--- src/rtl/cpu_pkg.sv ---
// cpu_pkg: opcode and ALU-function encodings shared by datapath, control and decode.
package cpu_pkg;
  typedef enum logic [3:0] {
    OP_ADDS = 4'b0010,
    OP_SUBS = 4'b1011,
    OP_B    = 4'b0100,
    OP_CBZ  = 4'b0101,
    OP_BLT  = 4'b0110
  } opcode_t;
  localparam logic [2:0] ALU_PASS_B = 3'b000;
  localparam logic [2:0] ALU_ADD    = 3'b010;
  localparam logic [2:0] ALU_SUB    = 3'b011;
  localparam logic [2:0] ALU_AND    = 3'b100;
  localparam logic [2:0] ALU_OR     = 3'b101;
  localparam logic [2:0] ALU_XOR    = 3'b110;
  function automatic logic is_flag_op(input logic [3:0] op);
    return op == OP_ADDS || op == OP_SUBS;
  endfunction
endpackage

--- src/rtl/alu64.sv ---
// alu64: combinational 64-bit ALU producing result and live NZVC flags.
module alu64
  import cpu_pkg::*;
(
  input  logic [63:0] a,
  input  logic [63:0] b,
  input  logic [2:0]  op,
  output logic [63:0] result,
  output logic        n,
  output logic        z,
  output logic        v,
  output logic        c
);
  logic        sub, arith;
  logic [63:0] bx;
  logic [64:0] sum;
  assign sub   = op == ALU_SUB;
  assign arith = op == ALU_ADD || sub;
  // Subtract is A + ~B + 1 so carry-out means "no borrow".
  assign bx  = sub ? ~b : b;
  assign sum = {1'b0, a} + {1'b0, bx} + 65'(sub);
  always_comb begin
    result = arith            ? sum[63:0] :
             op == ALU_PASS_B ? b :
             op == ALU_AND    ? a & b :
             op == ALU_OR     ? a | b :
             op == ALU_XOR    ? a ^ b : '0;
  end
  assign n = result[63];
  assign z = result == '0;
  assign v = arith && (a[63] == bx[63]) && (sum[63] != a[63]);
  assign c = arith && sum[64];
endmodule

--- src/rtl/accel_branch_alu.sv ---
// accel_branch_alu: ALU, PC adders, decode-stage branch resolver and NZVC flag register.
module accel_branch_alu
  import cpu_pkg::*;
(
  input  logic        clk,
  input  logic        reset,
  input  logic [63:0] pc_rf,
  input  logic [3:0]  opcode_rf,
  input  logic [18:0] imm19,
  input  logic [25:0] imm26,
  input  logic [63:0] db_rf,
  input  logic [3:0]  opcode_ex,
  input  logic [63:0] alu_a,
  input  logic [63:0] alu_b,
  input  logic [2:0]  alu_op,
  output logic [63:0] alu_result,
  output logic        alu_n,
  output logic        alu_z,
  output logic        alu_v,
  output logic        alu_c,
  output logic        flag_n,
  output logic        flag_z,
  output logic        flag_v,
  output logic        flag_c,
  output logic [63:0] pc_plus4,
  output logic        br_taken,
  output logic [63:0] br_target
);
  logic        flag_set, eff_n, eff_v;
  logic [63:0] offset;
  alu64 u_alu (
    .a(alu_a), .b(alu_b), .op(alu_op), .result(alu_result),
    .n(alu_n), .z(alu_z), .v(alu_v), .c(alu_c)
  );
  assign flag_set = is_flag_op(opcode_ex);
  always_ff @(posedge clk or negedge reset) begin
    if (!reset) {flag_n, flag_z, flag_v, flag_c} <= '0;
    else if (flag_set) {flag_n, flag_z, flag_v, flag_c} <= {alu_n, alu_z, alu_v, alu_c};
  end
  // BLT in decode sees the flags an ADDS/SUBS in EX is about to write.
  assign eff_n = flag_set ? alu_n : flag_n;
  assign eff_v = flag_set ? alu_v : flag_v;
  assign offset = opcode_rf == OP_B ? {{36{imm26[25]}}, imm26, 2'b00}
                                    : {{43{imm19[18]}}, imm19, 2'b00};
  assign pc_plus4  = pc_rf + 64'd4;
  assign br_target = pc_rf + offset;
  always_comb begin
    br_taken = opcode_rf == OP_B   ? 1'b1 :
               opcode_rf == OP_CBZ ? db_rf == '0 :
               opcode_rf == OP_BLT ? eff_n ^ eff_v : 1'b0;
  end
endmodule

--- config.mk ---
export PLATFORM = sky130hd
export DESIGN_NAME = accel_branch_alu
export DESIGN_NICKNAME = d
export VERILOG_FILES = /design/src/rtl/cpu_pkg.sv /design/src/rtl/alu64.sv /design/src/rtl/accel_branch_alu.sv
export SDC_FILE = /design/constraint.sdc
export NUM_CORES = 1
export LEC_CHECK = 0
export BUFFER_PORTS_ARGS = -buffer_cell sky130_fd_sc_hd__buf_2
export CAP_MARGIN = 5
export CORE_AREA = 2 2 201 203
export CTS_BUF_LIST = sky130_fd_sc_hd__clkbuf_4 sky130_fd_sc_hd__clkbuf_8 sky130_fd_sc_hd__clkbuf_16
export DETAILED_ROUTE_END_ITERATION = 12
export DIE_AREA = 0 0 203 205
export GPL_TIMING_DRIVEN = 0
export PLACE_DENSITY = 0.67
export SETUP_SLACK_MARGIN = 0.2
export SYNTH_ARGS = -nofsm -noshare
export SYNTH_HDL_FRONTEND = slang
export SYNTH_SLANG_ARGS = --single-unit
--- constraint.sdc ---
create_clock -name clk -period 10.5 [get_ports clk]
set_input_delay 1.05 -clock clk [delete_from_list [all_inputs] [get_ports clk]]
set_output_delay 1.05 -clock clk [all_outputs]
set_load 0.02 [all_outputs]
; Yosys cells after proc, flatten, opt, wreduce, memory -nomap -nowiden
; Index checks and enable logic that the tools add are counted.
[totals]
register_bits = 4
latch_bits = 0
ramBits = 0
romBits = 0
inputBits = 314
output_inout_bits = 201
word_cells = 45
memories = 0
[op_classes]
add_sub_neg = 4
mul = 0
div_mod_pow = 0
n_lt_le_gt_ge = 0
eq_ne = 12
shifts = 0
mux = 12
bitwise_logic = 5
n_reduce_logical = 8
[ops]
columns = cell, count
row1 = $mux 64, 7
row2 = $logic_not 64->1, 2
row3 = $add 64x64->65, 1
row4 = $add 65x1->65, 1
row5 = $add 64x3->64 const B, 1
row6 = $add 64x64->64, 1
row7 = $and 64x64->64, 1
row8 = $not 64->64, 1
row9 = $or 64x64->64, 1
row10 = $xor 64x64->64, 1
row11 = $eq 4x3->1 const B, 3
row12 = $eq 3x3->1 const B, 3
row13 = $eq 3x2->1 const B, 2
row14 = $mux 1, 5
row15 = $eq 4x2->1 const B, 1
row16 = $eq 4x4->1 const B, 1
row17 = $logic_and 1x1->1, 3
row18 = $logic_not 3->1, 1
row19 = $logic_or 1x1->1, 2
row20 = $eq 1x1->1, 1
row21 = $ne 1x1->1, 1
row22 = $xor 1x1->1, 1

; Logic depth before layout (Yosys ltp)
; Gate-level depths: netlist of the first run.
[depth]
depth_word = 11
depth_mapped = 23
depth_no_buf = 17

; Modules after synthesis
; From an unflattened synthesis of the first run, not the netlist that was laid out.
[hier_totals]
cells_unflattened = 2214
area_unflattened_um2 = 15219.6
[by_module_without_submodules]
columns = module, instances, cells_each, area_each_um2, seq_area_each_um2
row1 = alu64, 1, 1425, 9686.8, 0.0
row2 = accel_branch_alu, 1, 789, 5532.8, 100.1

; Worst setup path after synthesis of the first run
; No wires, ideal clock.
[synth_timing]
kind = input to output
startpoint = input alu_op[0]
endpoint = output alu_z
arrival_time_ps = 7528
required_time_ps = 9450
setup_slack_ps = 1922
stages = 22
n_path_buf = 7
cell_sequence = clkbuf_1 buf_1 buf_2 buf_1 buf_1 buf_1 nand2_1 clkbuf_1 xnor2_1 ha_1 o211ai_1 a21oi_2 a21boi_2 o211ai_1 and3b_1 o31ai_1 or4b_1 or4_1 or4_1 nand4b_1 or4_4 nor4_2
[synth_via]
elab_chain_cells = 7
word_cells_on_any_way = 16
cone_classes = add/sub (2) / eq/ne (5) / mux (6) / reduce/logical (3)
[synth_lines]
columns = item, line_no
row1 = "start, declared", accel_branch_alu.sv:15  ; input logic [2:0] alu_op,
row2 = "parallel branches: the longest is 5 deep, another holds $add 64x64->65", --
row3 = $mux 64 (*), alu64.sv:23  ; result = arith ? sum[63:0] :
row4 = named net alu_result[18], accel_branch_alu.sv:16  ; output logic [63:0] alu_result,
row5 = $logic_not 64->1 (*), alu64.sv:30  ; assign z = result == '0;
row6 = "end, declared", accel_branch_alu.sv:18  ; output logic alu_z,
; Mark *: on every way through the listed nets, which the timed path passes.

; Final worst setup path of the first run
[layout_timing]
startpoint = input alu_op[1]
endpoint = output alu_z
[layout_via]
elab_chain_cells = 7
word_cells_on_any_way = 16
cone_classes = add/sub (2) / eq/ne (5) / mux (6) / reduce/logical (3)
[layout_lines]
columns = item, line_no
row1 = "parallel branches: the longest is 5 deep, another holds $add 64x64->65", --
row2 = $mux 64 (*), alu64.sv:23
row3 = $logic_not 64->1 (*), alu64.sv:30
; Every way passes the cells marked *.

==> results.tsv, run 1 <==
stage	metric	value	unit
run_status	status	completed	
pwr	pwr dens	80.3	nW/um^2
place	Final HPWL DP	63300	um
clock_network	Sink Count	4	
worst_setup_path	critical path endpoint category	output pin	
worst_setup_path	CP arrival	8.78	ns
sta	unrepaired setup endpoints after global routing	false	
worst_setup_path	critical path class	in2out	
final_layout	post-route non-filler standard cell count	3114	
worst_setup_path	highest net fanout along the worst path	10	
final_layout	FILL cells	4167	
sta	measured slew at the worst slew-check pin	1.12	ns
floorplanning	die width	203	um
floorplanning	CORE AREA	39400	um^2
sta	Final Hold Viols	0	
routing	Initial DRT Pass Iterations	6	
grt	largest net degree at the start of global routing	21	
clock_network	CTS H-tree depth	1	
place	DP Worst Slack	-1.15	ns
worst_setup_path	r2r endpoint	flag_n	
grt	vias in the first global route	17500	
worst_setup_path	Worst EP required	9.45	ns
job	max_cap viols	0	
place	Final GP Congestion	0.991	
grt	antenna violations before repair	28	
pwr	maximum vdd drop	0.0000334	V
floorplanning	Die Footprint	41600	um^2
place	# port buffers	511	
routing	Iter 0 DRT Violations	1673	
worst_setup_path	worst setup path startpoint	alu_op[1]	
synth	EDFF count, synth	0	
synth	dominant synthesized flop cell	dfrtp_1	
synth	Seq/Total Area, Yosys	0.00694	
synth	asr flop ratio synth	1.00	
clock_network	root buf cell	clkbuf_16	
floorplanning	# rows	73	
worst_setup_path	last element of the critical path	alu_z	
routing	Remaining DRCs	0	
synth	number of synthesized register bits	4	
routing	per-cell routed wire length	24.0	um
sta	Pins Over Slew Limit	0	
place	Cells after DPL	3102	
grt	Overflow after GRT	0	
final_layout	Multi-input gate area	13300	um^2
grt	overall routing resource usage	0.338	
hold_path	worst min path class	reg2reg	
sta	Max-slew headroom	0.253	
routing	vias per std cell	6.01	
sta	worst clock skew	0	ns
synth	area of the mapped netlist	14400	um^2
synth	Distinct cells, synth	88	
routing	routed via count	18700	
worst_setup_path	WP depth	23	
sta	fin crit period	9.83	ns
floorplanning	die height	205	um
clock_network	Max Root-Sink Buffers	2	
synth	Syn. warnings	0	
sta	final setup TNS	0	ns
place	placed cell areas	17700	um^2
worst_setup_path	largest stage delay on the critical path	0.68	ns
clock_network	clock slew at reported path FFs	0.03	ns
worst_setup_path	startpoint type of the worst setup path	input port	
routing	DRT antenna net count	0	
floorplanning	Initial Utilization	0.367	
synth	post-synth net total	2639	
worst_setup_path	Crit-path slowest cell	or4_1	
clock_network	CTS tree	yes	
final_layout	final layout net count	3154	
final_layout	Area Growth Syn to Fin	23.2	%
final_layout	share of layout cells above drive strength 1	0.229	
synth	Post-Synthesis Cells	2065	
worst_setup_path	Buf+Inv Stages, Crit Path	7	
pwr	Pleak	8.84	nW
floorplanning	I/O pins	515	
sta	Max Fclk	102	MHz
clock_network	clock latency on the worst-skew pair	0.23	ns
clock_network	Num CTS Buffers	3	
final_layout	footprint of the flip-flops and latches	100	um^2
sta	Setup Viol. Count Final	0	
grt	first-pass GRT wire length	108000	um
pwr	Overall Power	1.43	mW
worst_setup_path	worst-path cell chain	buf_2 -> buf_2 -> nor2b_1 -> clkbuf_2 -> clkbuf_2 -> clkbuf_2 -> nand2_2 -> clkbuf_1 -> xnor2_1 -> ha_1 -> a21oi_1 -> o21ai_1 -> nor3_1 -> a211oi_1 -> or3_1 -> a41o_1 -> xnor2_1 -> o21ai_0 -> or4_1 -> nand4b_1 -> or4_4 -> nor4_2 -> buf_2	
final_layout	fin area	17800	um^2
worst_setup_path	R2R Path Start	flag_n	
final_layout	most frequent cells in the layout	buf_2 (526), ha_1 (258), a21oi_1 (166)	
routing	Detailed Route WL	74600	um
worst_setup_path	R2R Setup Slk	9.73	ns
sta	Final period util	0.936	
sta	Setup WS post-layout	0.673	ns
worst_setup_path	Worst path top cell family by delay	simple AND/OR/NAND/NOR gates	
worst_setup_path	R2R depth	1	
final_layout	commonest non-fill, non-tap cell in the layout	buf_2	
synth	Avg Cell Area, Syn	6.99	um^2
[flip-flops by register name (all words and copies together), names as in the netlist]
signal	cells
flag_n	1
flag_v	1
flag_z	1
flag_c	1
[where the power goes]
part	switching [mW]	internal (mW)	leakage [nW]
registers	0.00109	0.0176	0.0539
logic	0.873	0.476	8.74
clock network	0.0118	0.0488	0.0370
total	0.885	0.542	8.84
[synthesized netlist by cell type (7+ instances only)]
library cell	number	area share
o22ai_1	57	0.025
xnor2_1	164	0.10
a31oi_1	8	0.0035
o31ai_1	19	0.0099
a21o_1	68	0.035
mux2_2	24	0.019
or4_1	10	0.0052
nand4_1	57	0.025
o211ai_1	15	0.0078
o21bai_1	16	0.0083
buf_2	14	0.0049
or3_1	11	0.0048
mux2i_1	57	0.040
clkbuf_1	68	0.018
a221oi_1	13	0.0079
nand2b_1	15	0.0065
nor2b_1	17	0.0074
o21ai_0	123	0.043
nor3_1	35	0.012
buf_1	16	0.0042
nor2_1	116	0.030
a22oi_1	39	0.020
and4_1	7	0.0042
a211oi_1	15	0.0078
inv_1	162	0.042
ha_1	258	0.22
o221ai_1	8	0.0049
xor2_1	64	0.039
a21oi_1	166	0.058
nand3_1	52	0.018
and3_1	26	0.011
o21a_1	36	0.019
nand2_1	159	0.041
nor4_1	20	0.0087
[routing by layer]
metal | track usage | routed length (um) | vias up | share of wire
met3 | 0.0568 | 6210 | 191 | 0.083
met5 | 0 | 92 | - | 0.0012
met2 | 0.538 | 32800 | 981 | 0.44
met4 | 0.138 | 3200 | 14 | 0.043
met1 | 0.453 | 32300 | 8899 | 0.43
li1 | - | - | 8635 | -
[through the flow]
step | utilization | hold WS [ns]
floorplan | - | 0.589
CTS | 0.451 | 0.489
global route | 0.452 | 0.515
finish | 0.452 | 0.486
detailed placement | 0.449 | 0.483
global placement | 0.448 | 0.480
[cell type report]
class,instances,area share
tap,525,0.0369
multi-input combinational,1796,0.748
antenna,11,0.00155
inverter,162,0.0342
sequential,4,0.00563
timing repair buffer,512,0.145
clock buffer,3,0.00422
buffer,101,0.0240
[worst min-delay path by stage]
stage / from / to / cells past startpoint
3_3_place_gp: flag_z / flag_z / 2
3_5_place_dp: flag_z / flag_z / 2
4_1_cts: flag_z / flag_z / 2
2_1_floorplan: flag_z / flag_z / 2
6_report: flag_z / flag_z / 2
5_1_grt: flag_z / flag_z / 2
[kinds of logic (layout without fill, tap and decap cells)]
family,Yosys count,after routing,synth area share
flops,4,4,0.00694
fa+ha+maj,260,260,0.226
mux,81,81,0.0583
other cells,0,11,0
simple gates,569,569,0.201
compound gates,658,658,0.298
buf+inv,265,778,0.0714
xor+xnor,228,228,0.138
[what timing repair did]
action / in CTS / in global routing
resized for setup: 6 / 4
pin swaps: 0 / 0
setup buffers: 0 / 0
hold buffers: 0 / 0
setup endpoints to repair: 14 / 2
No activity file was read; power rests on OpenSTA's default activity.
==> run 2: changes to the inputs <==
--- a/config.mk
+++ b/config.mk
@@ -13,6 +13,7 @@
 export DIE_AREA = 0 0 203 205
 export GPL_TIMING_DRIVEN = 0
 export PLACE_DENSITY = 0.67
+export RECOVER_POWER = 50
 export SETUP_SLACK_MARGIN = 0.2
 export SYNTH_ARGS = -nofsm -noshare
 export SYNTH_HDL_FRONTEND = slang
==> results.tsv, run 2 (synthesis results as in run 1) <==
stage	metric	value	unit	change
grt	antenna violations before repair	28		unchanged
hold_path	worst min path class	reg2reg		unchanged
clock_network	CTS tree	yes		unchanged
worst_setup_path	highest net fanout along the worst path	10		unchanged
pwr	maximum vdd drop	0.0000334	V	about the same
worst_setup_path	CP arrival	8.98	ns	was 8.78 ns
final_layout	Area Growth Syn to Fin	22.3	%	was 23.2%
sta	Max-slew headroom	0.139		was 0.253
clock_network	CTS H-tree depth	1		unchanged
worst_setup_path	largest stage delay on the critical path	0.64	ns	was 0.68 ns
clock_network	clock latency on the worst-skew pair	0.23	ns	about the same
routing	per-cell routed wire length	23.9	um	was 24.0 um
sta	final setup TNS	0	ns	unchanged
clock_network	setup bufs post-CTS	0		unchanged
floorplanning	die height	205	um	unchanged
floorplanning	Die Footprint	41600	um^2	unchanged
grt	largest net degree at the start of global routing	21		unchanged
clock_network	Num CTS Buffers	3		unchanged
clock_network	Max Root-Sink Buffers	2		unchanged
clock_network	Sink Count	4		unchanged
worst_setup_path	Buf+Inv Stages, Crit Path	7		unchanged
pwr	pwr dens	80.2	nW/um^2	was 80.3 nW/um^2
pwr	Pleak	8.57	nW	was 8.84 nW
routing	Iter 0 DRT Violations	1600		was 1,673
place	Final GP Congestion	0.991		unchanged
place	Final HPWL DP	63300	um	unchanged
final_layout	most frequent cells in the layout	buf_2 (435), ha_1 (258), a21oi_1 (166)		was buf_2 (526), ha_1 (258), a21oi_1 (166)
grt	Overflow after GRT	0		unchanged
sta	measured slew at the worst slew-check pin	1.29	ns	was 1.12 ns
final_layout	share of layout cells above drive strength 1	0.192		was 0.229
worst_setup_path	startpoint type of the worst setup path	input port		unchanged
floorplanning	I/O pins	515		unchanged
worst_setup_path	worst-path cell chain	buf_2 -> buf_2 -> nor2b_1 -> clkbuf_2 -> clkbuf_2 -> clkbuf_2 -> nand2_2 -> clkbuf_1 -> xnor2_1 -> ha_1 -> a211o_1 -> o22a_1 -> a31oi_1 -> a31o_2 -> a21oi_1 -> nand2b_1 -> a41oi_1 -> o2111ai_1 -> or4_1 -> or3_1 -> or4_4 -> nor4_2 -> buf_2		was buf_2 -> buf_2 -> nor2b_1 -> clkbuf_2 -> clkbuf_2 -> clkbuf_2 -> nand2_2 -> clkbuf_1 -> xnor2_1 -> ha_1 -> a21oi_1 -> o21ai_1 -> nor3_1 -> a211oi_1 -> or3_1 -> a41o_1 -> xnor2_1 -> o21ai_0 -> or4_1 -> nand4b_1 -> or4_4 -> nor4_2 -> buf_2
worst_setup_path	critical path class	in2out		unchanged
run_status	status	completed		unchanged
clock_network	root buf cell	clkbuf_16		unchanged
routing	routed via count	18700		about the same
worst_setup_path	critical path endpoint category	output pin		unchanged
floorplanning	# rows	73		unchanged
floorplanning	die width	203	um	unchanged
place	Cells after DPL	3102		unchanged
grt	first-pass GRT wire length	108000	um	unchanged
worst_setup_path	Worst path top cell family by delay	simple AND/OR/NAND/NOR gates		unchanged
sta	Setup Viol. Count Final	0		unchanged
sta	unrepaired setup endpoints after global routing	false		unchanged
worst_setup_path	Worst EP required	9.45	ns	about the same
routing	vias per std cell	6.01		about the same
grt	overall routing resource usage	0.338		unchanged
final_layout	commonest non-fill, non-tap cell in the layout	buf_2		unchanged
worst_setup_path	Crit-path slowest cell	clkbuf_1		was or4_1
pwr	Overall Power	1.42	mW	was 1.43 mW
final_layout	fin util	0.449		was 0.452
sta	Final Hold Viols	0		unchanged
place	# port buffers	511		unchanged
routing	Remaining DRCs	0		unchanged
sta	fin crit period	10.03	ns	was 9.83 ns
sta	Max Fclk	99.7	MHz	was 102 MHz
floorplanning	CORE AREA	39400	um^2	unchanged
final_layout	FILL cells	4219		was 4,167
sta	worst clock skew	0	ns	unchanged
final_layout	post-route non-filler standard cell count	3116		was 3,114
sta	Pins Over Slew Limit	0		unchanged
clock_network	Post-CTS Hold Buffers	0		unchanged
sta	Final period util	0.955		was 0.936
clock_network	clock slew at reported path FFs	0.03	ns	about the same
final_layout	final layout net count	3154		unchanged
grt	vias in the first global route	17500		unchanged
routing	Detailed Route WL	74400	um	was 74,600 um
floorplanning	Initial Utilization	0.367		unchanged
routing	Initial DRT Pass Iterations	6		unchanged
routing	DRT antenna net count	0		unchanged
job	max_cap viols	0		unchanged
run 2: cell count changes in the layout (fill, tap and decap cells not counted), sizes merged:
cell    previous run  this run
buf              544       452
clkbuf            72       164
diode             11        13
run 2: through the flow:
step	cell area, um^2	worst slack, ns	hold slack [ns]
floorplan	14400	1.92	0.589
global placement	17600	-1.08	0.480
detailed placement	17700	-1.15	0.483
CTS	17800	0.361	0.489
global route	17700	0.234	0.520
finish	17700	0.470	0.490
run 2: area by class of cell:
class                      count  area (um^2)  area share
multi-input combinational   1796        13300       0.753
antenna                       13         32.5     0.00184
buffer                       101          425      0.0241
sequential                     4          100     0.00567
clock buffer                   3         75.1     0.00425
tap                          525          657      0.0372
timing repair buffer         512         2470       0.140
inverter                     162          608      0.0344
run 2: tightest hold or removal path, cell delays in order (launching register included):
cell and delay (ns):
dfrtp_1 0.34, nand2_1 0.05, o21ai_1 0.06
run 2: final timing paths:
| kind | from | to | slack [ns] | cells after the start |
|---|---|---|---|---|
| worst max-delay path | alu_op[1] | alu_z | 0.47 | 23 |
| worst max register to register | flag_n | flag_n | 9.73 | 1 |
| min in group asynchronous | reset | flag_c | 0.71 | 1 |
| worst min-delay path | flag_z | flag_z | 0.49 | 2 |
| worst min register to register | flag_z | flag_z | 0.49 | 2 |
| max in group asynchronous | reset | flag_v | 9.52 | 1 |
run 2: where the power goes:
group | total, mW | switching (mW) | internal (mW)
sequential | 0.0188 | 0.00121 | 0.0176
clock | 0.0609 | 0.0121 | 0.0488
combinational | 1.34 | 0.871 | 0.466
run 2: timing repair:
| action | CTS | global route |
|---|---|---|
| resized for setup | 6 | 4 |
| endpoints found under the setup margin | 14 | 2 |
| hold endpoints to repair | 0 | 0 |
run 2: metal layers:
metal	up-vias	global-route usage	wire [um]
met3	201	0.0568	6430
met1	8875	0.453	32100
met4	14	0.138	3460
met5	-	0	96
li1	8631	-	-
met2	997	0.538	32400
==> run 3: changes to the inputs <==
--- a/config.mk
+++ b/config.mk
@@ -7,12 +7,14 @@
 export LEC_CHECK = 0
 export BUFFER_PORTS_ARGS = -buffer_cell sky130_fd_sc_hd__buf_2
 export CAP_MARGIN = 5
-export CORE_AREA = 2 2 201 203
+export CELL_PAD_IN_SITES_DETAIL_PLACEMENT = 0
+export CELL_PAD_IN_SITES_GLOBAL_PLACEMENT = 2
+export CORE_MARGIN = 2
+export CORE_UTILIZATION = 28
 export CTS_BUF_LIST = sky130_fd_sc_hd__clkbuf_4 sky130_fd_sc_hd__clkbuf_8 sky130_fd_sc_hd__clkbuf_16
 export DETAILED_ROUTE_END_ITERATION = 12
-export DIE_AREA = 0 0 203 205
 export GPL_TIMING_DRIVEN = 0
-export PLACE_DENSITY = 0.67
+export PLACE_DENSITY = 0.89
 export RECOVER_POWER = 50
 export SETUP_SLACK_MARGIN = 0.2
 export SYNTH_ARGS = -nofsm -noshare
==> results.tsv, run 3 (synthesis results as in run 1) <==
stage	metric	value	unit	change
clock_network	Sink Count	4		unchanged
worst_setup_path	critical path class	in2out		unchanged
final_layout	final layout net count	3153		was 3,154
sta	unrepaired setup endpoints after global routing	false		unchanged
grt	vias in the first global route	17300		was 17.5k
worst_setup_path	WP depth	22		was 23
sta	Max-slew headroom	0.175		was 0.139
pwr	sw frac	0.625		was 0.624
worst_setup_path	Worst path most repeated cell	buf_2		
grt	first-pass GRT wire length	108000	um	about the same
floorplanning	I/O pins	515		unchanged
pwr	Pleak	8.57	nW	about the same
sta	Max Fclk	100	MHz	was 99.7 MHz
sta	Setup Viol. Count Final	0		unchanged
pwr	pwr dens	79.4	nW/um^2	was 80.2 nW/um^2
grt	met2 usage	0.423		was 0.538
floorplanning	CORE AREA	51100	um^2	was 39,400 um^2
sta	Pins Over Slew Limit	0		unchanged
clock_network	clock slew at reported path FFs	0.03	ns	about the same
place	Cells after DPL	3256		was 3,102
routing	DRT antenna net count	0		unchanged
pwr	maximum vdd drop	0.0000363	V	was 0.0000334 V
sta	final setup TNS	0	ns	unchanged
worst_setup_path	R2R Path Start	flag_c		was flag_n
place	Final GP Congestion	0.996		was 0.991
floorplanning	# rows	83		was 73
hold_path	worst min path class	reg2reg		unchanged
sta	Setup WS post-layout	0.507	ns	was 0.470 ns
floorplanning	Die Footprint	53400	um^2	was 41,600 um^2
pwr	Internal Power	531	uW	was 532 uW
grt	met1 Track Usage GR	0.365		was 0.453
worst_setup_path	critical path endpoint category	output pin		unchanged
job	max_cap viols	0		unchanged
final_layout	share of layout cells above drive strength 1	0.193		was 0.192
final_layout	commonest non-fill, non-tap cell in the layout	buf_2		unchanged
worst_setup_path	Worst EP required	9.45	ns	about the same
grt	antenna violations before repair	28		unchanged
sta	Final period util	0.952		was 0.955
worst_setup_path	r2r endpoint	flag_c		was flag_n
worst_setup_path	startpoint type of the worst setup path	input port		unchanged
run_status	status	completed		unchanged
pwr	clock share of power	0.043		about the same
clock_network	CTS H-tree depth	1		unchanged
routing	Remaining DRCs	0		unchanged
floorplanning	Initial Utilization	0.282		was 0.367
grt	Overflow after GRT	0		unchanged
place	DP Worst Slack	-1.41	ns	was -1.15 ns
floorplanning	die width	231	um	was 203 um
place	# port buffers	511		unchanged
worst_setup_path	largest stage delay on the critical path	0.74	ns	was 0.64 ns
routing	per-cell routed wire length	22.9	um	was 23.9 um
final_layout	most frequent cells in the layout	buf_2 (436), ha_1 (258), a21oi_1 (165)		was buf_2 (435), ha_1 (258), a21oi_1 (166)
worst_setup_path	Worst path top cell family by delay	simple AND/OR/NAND/NOR gates		unchanged
sta	measured slew at the worst slew-check pin	1.22	ns	was 1.29 ns
clock_network	CTS tree	yes		unchanged
grt	largest net degree at the start of global routing	38		was 21
pwr	net switching power	885	uW	about the same
clock_network	Num CTS Buffers	3		unchanged
hold_path	hold_sp	flag_z		unchanged
routing	Detailed Route WL	74900	um	was 74,400 um
clock_network	setup bufs post-CTS	0		unchanged
floorplanning	die height	231	um	was 205 um
clock_network	Max Root-Sink Buffers	2		unchanged
worst_setup_path	Crit-path slowest cell	or4_1		was clkbuf_1
final_layout	fin area	17800	um^2	was 17,700 um^2
sta	fin crit period	9.99	ns	was 10.03 ns
grt	overall routing resource usage	0.263		was 0.338
sta	worst clock skew	0	ns	unchanged
hold_path	Hold EP	flag_z		unchanged
routing	Initial DRT Pass Iterations	5		was 6
routing	Iter 0 DRT Violations	1340		was 1,600
worst_setup_path	worst-path cell chain	buf_2 -> buf_2 -> buf_4 -> buf_1 -> clkbuf_2 -> nand2_2 -> clkbuf_1 -> xnor2_1 -> ha_1 -> a21oi_1 -> o21ai_0 -> nor2_1 -> a311oi_1 -> nor2_1 -> xor2_1 -> o21ai_0 -> or4_1 -> or4_1 -> nand4b_1 -> or4_4 -> nor4_2 -> buf_2		was buf_2 -> buf_2 -> nor2b_1 -> clkbuf_2 -> clkbuf_2 -> clkbuf_2 -> nand2_2 -> clkbuf_1 -> xnor2_1 -> ha_1 -> a211o_1 -> o22a_1 -> a31oi_1 -> a31o_2 -> a21oi_1 -> nand2b_1 -> a41oi_1 -> o2111ai_1 -> or4_1 -> or3_1 -> or4_4 -> nor4_2 -> buf_2
worst_setup_path	R2R depth	1		unchanged
worst_setup_path	Buf+Inv Stages, Crit Path	7		unchanged
place	Final HPWL DP	63900	um	was 63,300 um
final_layout	post-route non-filler standard cell count	3271		was 3,116
sta	Final Hold Viols	0		unchanged
pwr	combinational share of power	0.943		was 0.944
grt	Most Crowded Layer GR	met2		unchanged
clock_network	root buf cell	clkbuf_16		unchanged
final_layout	Area Growth Syn to Fin	23.6	%	was 22.3%
routing	routed via count	18300		was 18.7k
grt	GR Util met3	0.0444		was 0.0568
worst_setup_path	highest net fanout along the worst path	19		was 10
place	placed cell areas	17800	um^2	was 17,700 um^2
routing	vias per std cell	5.58		was 6.01
clock_network	clock latency on the worst-skew pair	0.23	ns	about the same
worst_setup_path	R2R Setup Slk	9.73	ns	about the same
sta	hold_ws	0.483	ns	was 0.490 ns
pwr	Overall Power	1.42	mW	about the same
final_layout	fin util	0.349		was 0.449
final_layout	FILL cells	5650		was 4,219
hold_path	WHS Path Cells	2		unchanged
pwr	Seq pwr share	0.013		about the same
worst_setup_path	CP arrival	8.94	ns	was 8.98 ns
==> run 3: repair_timing <==
action                                  in CTS  in global routing
pin swaps                                    0                  0
resized for setup                            6                  7
hold buffers                                 0                  0
cloned                                       0                  0
endpoints found under the setup margin      20                  2
==> run 3: power groups by stage <==
stage / registers (mW) / logic (mW) / clock network, mW
2_1_floorplan: 0.0214 / 0.842 / 0
3_3_place_gp: 0.0186 / 1.31 / 0
3_5_place_dp: 0.0188 / 1.32 / 0
4_1_cts: 0.0187 / 1.33 / 0.0619
5_1_grt: 0.0190 / 1.44 / 0.0630
6_report: 0.0187 / 1.34 / 0.0613
==> run 3: worst max path at each step <==
stage,startpoint,endpoint,slack (ns)
floorplan,alu_op[0],alu_z,1.92
detailed placement,alu_op[0],alu_z,-1.41
global placement,alu_op[0],alu_z,-1.31
finish,alu_op[0],alu_z,0.51
CTS,alu_op[0],alu_z,0.27
global route,alu_op[1],alu_z,0.20
==> run 3: layer usage <==
metal,up-vias,part of all wire
li1,8651,-
met1,8750,0.45
met2,722,0.45
met3,107,0.076
met4,26,0.024
met5,-,0.0023
==> run 3: cell type report <==
type,count,area (um^2),area share
diodes,14,35.0,0.00196
inverters,162,608,0.0341
flip-flops and latches,4,100,0.00561
repair buffers,511,2440,0.137
plain buffers,101,427,0.0239
clock buffers,3,75.1,0.00421
well taps,680,851,0.0477
multi-input cells,1796,13300,0.745
